<file path="src/rtl/pc_fetch_unit_if.sv">
`default_nettype none
// ============================================================================
// Module      : pc_fetch_unit_if
// Description : Control/target inputs and PC outputs of the fetch PC generator
// Revision    : 1.0 - initial release
// ============================================================================
interface pc_fetch_unit_if;
  logic        stall;
  logic        imem_ready;
  logic        jump;
  logic [31:0] jump_target;
  logic        branch_taken;
  logic [31:0] branch_target;
  logic [31:0] pc;
  logic        pc_valid;
  logic        nop;
  logic        misaligned;

  modport master (
    input  stall, imem_ready, jump, jump_target, branch_taken, branch_target,
    output pc, pc_valid, nop, misaligned
  );

  modport slave (
    output stall, imem_ready, jump, jump_target, branch_taken, branch_target,
    input  pc, pc_valid, nop, misaligned
  );
endinterface
`default_nettype wire

</file>
<file path="src/rtl/pc_fetch_unit.sv">
`default_nettype none
// ============================================================================
// Module      : pc_fetch_unit
// Description : Fetch PC generator with jump/branch redirect and flush bubble
// Revision    : 1.0 - initial release
// ============================================================================
module pc_fetch_unit #(
  parameter logic [31:0] RESET_PC = 32'h0000_0000,
  parameter logic [31:0] PC_STEP  = 32'd4
) (
  input  wire             clk,
  input  wire             rst,
  pc_fetch_unit_if.master fetch_io
);

  localparam logic [1:0] c_BOOT  = 2'd0;
  localparam logic [1:0] c_FETCH = 2'd1;
  localparam logic [1:0] c_FLUSH = 2'd2;

  logic [1:0]  state_q, state_d;
  logic [31:0] pc_q, pc_d;
  logic        pc_valid_q, pc_valid_d;
  logic        nop_q, nop_d;
  logic        misaligned_q, misaligned_d;

  logic        w_redirect;
  logic [31:0] w_target;

  // Jump outranks branch; either one overrides stall and memory back-pressure.
  assign w_redirect = fetch_io.jump | fetch_io.branch_taken;
  assign w_target   = fetch_io.jump ? fetch_io.jump_target : fetch_io.branch_target;

  always_ff @(posedge clk or posedge rst) begin
    if (rst) begin
      state_q      <= c_BOOT;
      pc_q         <= RESET_PC;
      pc_valid_q   <= 1'b0;
      nop_q        <= 1'b0;
      misaligned_q <= 1'b0;
    end else begin
      state_q      <= state_d;
      pc_q         <= pc_d;
      pc_valid_q   <= pc_valid_d;
      nop_q        <= nop_d;
      misaligned_q <= misaligned_d;
    end
  end

  always_comb begin
    state_d = state_q;
    case (state_q)
      c_BOOT:  state_d = c_FETCH;
      c_FETCH: if (w_redirect) state_d = c_FLUSH;
      c_FLUSH: state_d = w_redirect ? c_FLUSH : c_FETCH;
      default: state_d = c_BOOT;
    endcase
  end

  // Output flags are the registered decode of the upcoming state.
  always_comb begin
    pc_d         = pc_q;
    misaligned_d = 1'b0;
    case (state_q)
      c_FETCH: begin
        if (w_redirect) begin
          pc_d         = {w_target[31:2], 2'b00};
          misaligned_d = |w_target[1:0];
        end else if (!fetch_io.stall && fetch_io.imem_ready) begin
          pc_d = pc_q + PC_STEP;
        end
      end
      c_FLUSH: begin
        if (w_redirect) begin
          pc_d         = {w_target[31:2], 2'b00};
          misaligned_d = |w_target[1:0];
        end
      end
      default: pc_d = pc_q;
    endcase
    pc_valid_d = (state_d == c_FETCH);
    nop_d      = (state_d == c_FLUSH);
  end

  assign fetch_io.pc         = pc_q;
  assign fetch_io.pc_valid   = pc_valid_q;
  assign fetch_io.nop        = nop_q;
  assign fetch_io.misaligned = misaligned_q;

endmodule
`default_nettype wire

</file>
<file path="src/flat_wrapper.sv">
// flat-port wrapper written by rule: the top's interface ports become plain ports
module pc_fetch_unit_flat 
#(
  parameter logic [31:0] RESET_PC = 32'h0000_0000,
  parameter logic [31:0] PC_STEP  = 32'd4
)
  (clk, rst, fetch_io_stall, fetch_io_imem_ready, fetch_io_jump, fetch_io_jump_target, fetch_io_branch_taken, fetch_io_branch_target, fetch_io_pc, fetch_io_pc_valid, fetch_io_nop, fetch_io_misaligned);
  pc_fetch_unit_if fetch_io_i ();
  input  wire clk;
  input  wire rst;
  input wire logic [$bits(fetch_io_i.stall)-1:0] fetch_io_stall;
  input wire logic [$bits(fetch_io_i.imem_ready)-1:0] fetch_io_imem_ready;
  input wire logic [$bits(fetch_io_i.jump)-1:0] fetch_io_jump;
  input wire logic [$bits(fetch_io_i.jump_target)-1:0] fetch_io_jump_target;
  input wire logic [$bits(fetch_io_i.branch_taken)-1:0] fetch_io_branch_taken;
  input wire logic [$bits(fetch_io_i.branch_target)-1:0] fetch_io_branch_target;
  output wire logic [$bits(fetch_io_i.pc)-1:0] fetch_io_pc;
  output wire logic [$bits(fetch_io_i.pc_valid)-1:0] fetch_io_pc_valid;
  output wire logic [$bits(fetch_io_i.nop)-1:0] fetch_io_nop;
  output wire logic [$bits(fetch_io_i.misaligned)-1:0] fetch_io_misaligned;
  assign fetch_io_i.stall = fetch_io_stall;
  assign fetch_io_i.imem_ready = fetch_io_imem_ready;
  assign fetch_io_i.jump = fetch_io_jump;
  assign fetch_io_i.jump_target = fetch_io_jump_target;
  assign fetch_io_i.branch_taken = fetch_io_branch_taken;
  assign fetch_io_i.branch_target = fetch_io_branch_target;
  assign fetch_io_pc = fetch_io_i.pc;
  assign fetch_io_pc_valid = fetch_io_i.pc_valid;
  assign fetch_io_nop = fetch_io_i.nop;
  assign fetch_io_misaligned = fetch_io_i.misaligned;
  pc_fetch_unit #(.RESET_PC(RESET_PC), .PC_STEP(PC_STEP)) u_core (.clk(clk), .rst(rst), .fetch_io(fetch_io_i));
endmodule
</file>
<file path="config.mk">
export PLATFORM = sky130hd
export DESIGN_NAME = pc_fetch_unit_flat
export DESIGN_NICKNAME = d
export VERILOG_FILES = /design/src/rtl/pc_fetch_unit_if.sv /design/src/rtl/pc_fetch_unit.sv /design/src/flat_wrapper.sv
export SDC_FILE = /design/constraint.sdc
export NUM_CORES = 1
export LEC_CHECK = 0
export BUFFER_PORTS_ARGS = -buffer_cell sky130_fd_sc_hd__buf_2
export CAP_MARGIN = 0
export CORE_MARGIN = 2
export CORE_UTILIZATION = 50
export DETAILED_ROUTE_END_ITERATION = 7
export PLACE_DENSITY = 0.95
export SYNTH_ARGS = -nofsm -noshare
export SYNTH_HDL_FRONTEND = slang
export SYNTH_SLANG_ARGS = --single-unit
</file>
<file path="constraint.sdc">
create_clock -name clk -period 3.7 [get_ports clk]
set_input_delay 0.74 -clock clk [delete_from_list [all_inputs] [get_ports clk]]
set_output_delay 0.74 -clock clk [all_outputs]
set_load 0.02 [all_outputs]
</file>
==> results.cfg <==
[run_status]
status = finished, final reports clean

[drt]
routed_wl_um = 7596
num_vias = 2899
avgViaCountPerCell = 6.116
drtPass1Iterations = 5
drc = 0
drt-wirelength-per-cell_um = 16.03
drt.antenna.violating_nets = 0
drt_iter0_markers = 311

[placement]
gp_congestion = 0.8578
pre_cts_slack_ns = 1.026
hpwl_um = 5605
placed_area_um2 = 3115
port_buffers = 102

[timing]
rsz0062_at_grt = false
min_period_ns = 2.612
worstMarginPinSlew_ns = 0.9038
drv_slew = 0
finalHoldViolCount = 0
fmax_mhz = 382.9
setup_viol = 0
setup_ws_ns = 1.088
skew_ns = 0.005031
slew_headroom = 0.3974
min_period_over_period = 0.7059
setup_tns_ns = 0

[clock_tree]
post_cts_buffers = 0
clock_path_buffers = 2
htreeDepth = 2
cts.sinks = 35
cts_tree = built
cts_buffers = 5
cts_resized = 0
cts_hold_buf = 0
clock_latency_ns = 0.28
clk_pin_slew_ns = 0.07
cts_root_buffer = clkbuf_8

[power]
vdd_ir_drop_max_v = 0.0005066
powerDensity_nw_per_um2 = 841.0
power_frac_comb = 0.576
finalPower_w = 0.002704
sw_frac_of_total = 0.5038
switching_power_w = 0.001362
p_leak_nw = 1.470
p_clk_frac = 0.112
power_frac_seq = 0.312
internal_power_w = 0.001342

[critical_path]
cp-end-kind = flop
path_class = flop to flop
worst_setup_path_start_kind = flop
critPathMaxFanout = 21
required_ns = 3.92
cp.arrival_ns = 2.83
r2r_cells = 7

[job]
max-cap-violations = 0

[synth]
synth_area_leaders = dfrtp_1, mux2i_1, a21oi_1
synth_enable_flop_cells = 0
syn_inst = 311
synth_seq_cells = 35
yosys.area.top_type = dfrtp_1
yosys_warnings = 0
synth-async-reset-ratio = 1.000
synth_area_per_cell_um2 = 8.199
ys_types = 49
yosysSeqAreaShare = 0.3435
syn_area_um2 = 2550
synth_top_area_share = 0.3435
ys.flop_type = dfrtp_1

[global_routing]
grt_overflow_total = 0
antenna_found_initial = 0
grt_start_max_net_pins = 36
gr-max-usage-layer = met2
grt_util_met2 = 0.4580
grt_pass1_vias = 2732
grt_use_met3 = 0.05423
met1_usage = 0.3428
grt_pass1_wl_um = 11970
groute.usage.overall = 0.2711

[floorplanning]
die_x_um = 75.42
pin_count = 105
row_count = 25
coreArea_um2 = 4817
start_util = 0.5294
dieArea_um2 = 5687
die-height_um = 75.42

[hold_path]
hold_class = input port to asynchronous set/reset pin

[finish]
syn2layout_area_growth_pct = 26.10
layout_commonest_cell = buf_2
layout_common_cells = buf_2, dfrtp_1, a21oi_1, nand2_1, nor2_1
final_core_util = 0.6675
drive_above_1_share = 0.3120
n_fill_cell = 420
n_antenna_cell = 0
fin_nets = 481
fin_area_um2 = 3216
## power by group through the flow
stage | clock [W] | sequential [W] | combinational (W)
2_1_floorplan | 0 | 0.000996 | 0.000866
3_3_place_gp | 0 | 0.000829 | 0.00148
3_5_place_dp | 0 | 0.000835 | 0.00154
4_1_cts | 0.000305 | 0.000831 | 0.00155
5_1_grt | 0.000326 | 0.000868 | 0.00171
6_report | 0.000304 | 0.000844 | 0.00156
## worst max-delay path: stages (launching register included)
cell and delay (ns):
dfrtp_1 0.42, inv_1 0.09, ha_1 0.49, a21bo_2 0.29, o21ai_2 0.64, buf_4 0.26, o21ai_0 0.08, o2bb2a_1 0.26
## metal layers
layer	vias up	share of wire
met5	-	0
met4	0	0.025
met3	20	0.080
met2	165	0.48
met1	1361	0.41
li1	1353	-
## synth_stat cells, types with 2 or more instances
library cell  instances
nand3_1              12
dfrtp_1              35
mux2i_1              19
or2_2                 2
o22a_1                7
buf_1                 3
buf_4                 2
or4_1                 3
o211ai_1              2
a211oi_1             10
inv_1                10
nor3_1                9
a22o_1                3
a221oi_1              2
clkbuf_1             16
mux2_2                5
o22ai_1               2
nand4_1               6
and4_1                3
or3_1                 4
a21oi_1              32
ha_1                  5
nor3b_1               2
nor2b_1               5
nand2_1              26
a21o_1                2
nand2b_1              2
and2_1                2
nor4_1                3
nor2_1               26
o31ai_1               4
o32ai_1               2
or4b_1                2
o21ai_0              23
a32oi_1               2
a31oi_1               5
## cell type report
type | instances | area (µm²) | share of cell area
Sequential cell | 35 | 875.8 | 0.2724
Clock buffer | 8 | 100.1 | 0.03113
Timing Repair Buffer | 109 | 563.0 | 0.1751
Multi-Input combinational cell | 245 | 1555 | 0.4837
Tap cell | 67 | 83.83 | 0.02607
Inverter | 10 | 37.54 | 0.01167
## cells by family (layout without fill, tap and decap cells)
| family | after synthesis | in the layout | synth area share |
|---|---|---|---|
| AOI/OAI and AO/OA | 105 | 105 | 0.2630 |
| adders and majority gates | 5 | 5 | 0.02453 |
| buffers and inverters | 32 | 127 | 0.05054 |
| DFF | 35 | 35 | 0.3435 |
| muxes | 24 | 24 | 0.09666 |
| other | 1 | 2 | 0.001471 |
| and+or+nand+nor | 109 | 109 | 0.2203 |
## metrics by stage
step,hold slack (ns),cells
floorplan,0.5555,312
global placement,0.5343,466
detailed placement,0.5338,466
CTS,0.5653,474
global route,0.5853,474
finish,0.5525,474
## state kept, by name, indices dropped and copies added, names as in the netlist
register	flops
u_core.fetch_io.nop	1
u_core.state_q	2
u_core.fetch_io.pc_valid	1
u_core.fetch_io.pc	30
u_core.fetch_io.misaligned	1
## path summary, 6_finish.rpt
path,start,endpoint,slack (ns)
worst max-delay path,u_core.state_q[0]$_DFF_PP0_,u_core.fetch_io.pc[28]$_DFFE_PP0P_,1.09
worst min-delay path,rst,u_core.fetch_io.pc[18]$_DFFE_PP0P_,0.55
worst max register to register,u_core.state_q[0]$_DFF_PP0_,u_core.fetch_io.pc[28]$_DFFE_PP0P_,1.09
worst min register to register,u_core.fetch_io.pc[31]$_DFFE_PP0P_,u_core.fetch_io.pc[31]$_DFFE_PP0P_,0.57
max in group asynchronous,rst,u_core.fetch_io.pc[16]$_DFFE_PP0P_,2.82
min in group clk,u_core.fetch_io.pc[31]$_DFFE_PP0P_,u_core.fetch_io.pc[31]$_DFFE_PP0P_,0.57
No activity file was read; power rests on OpenSTA's default activity.
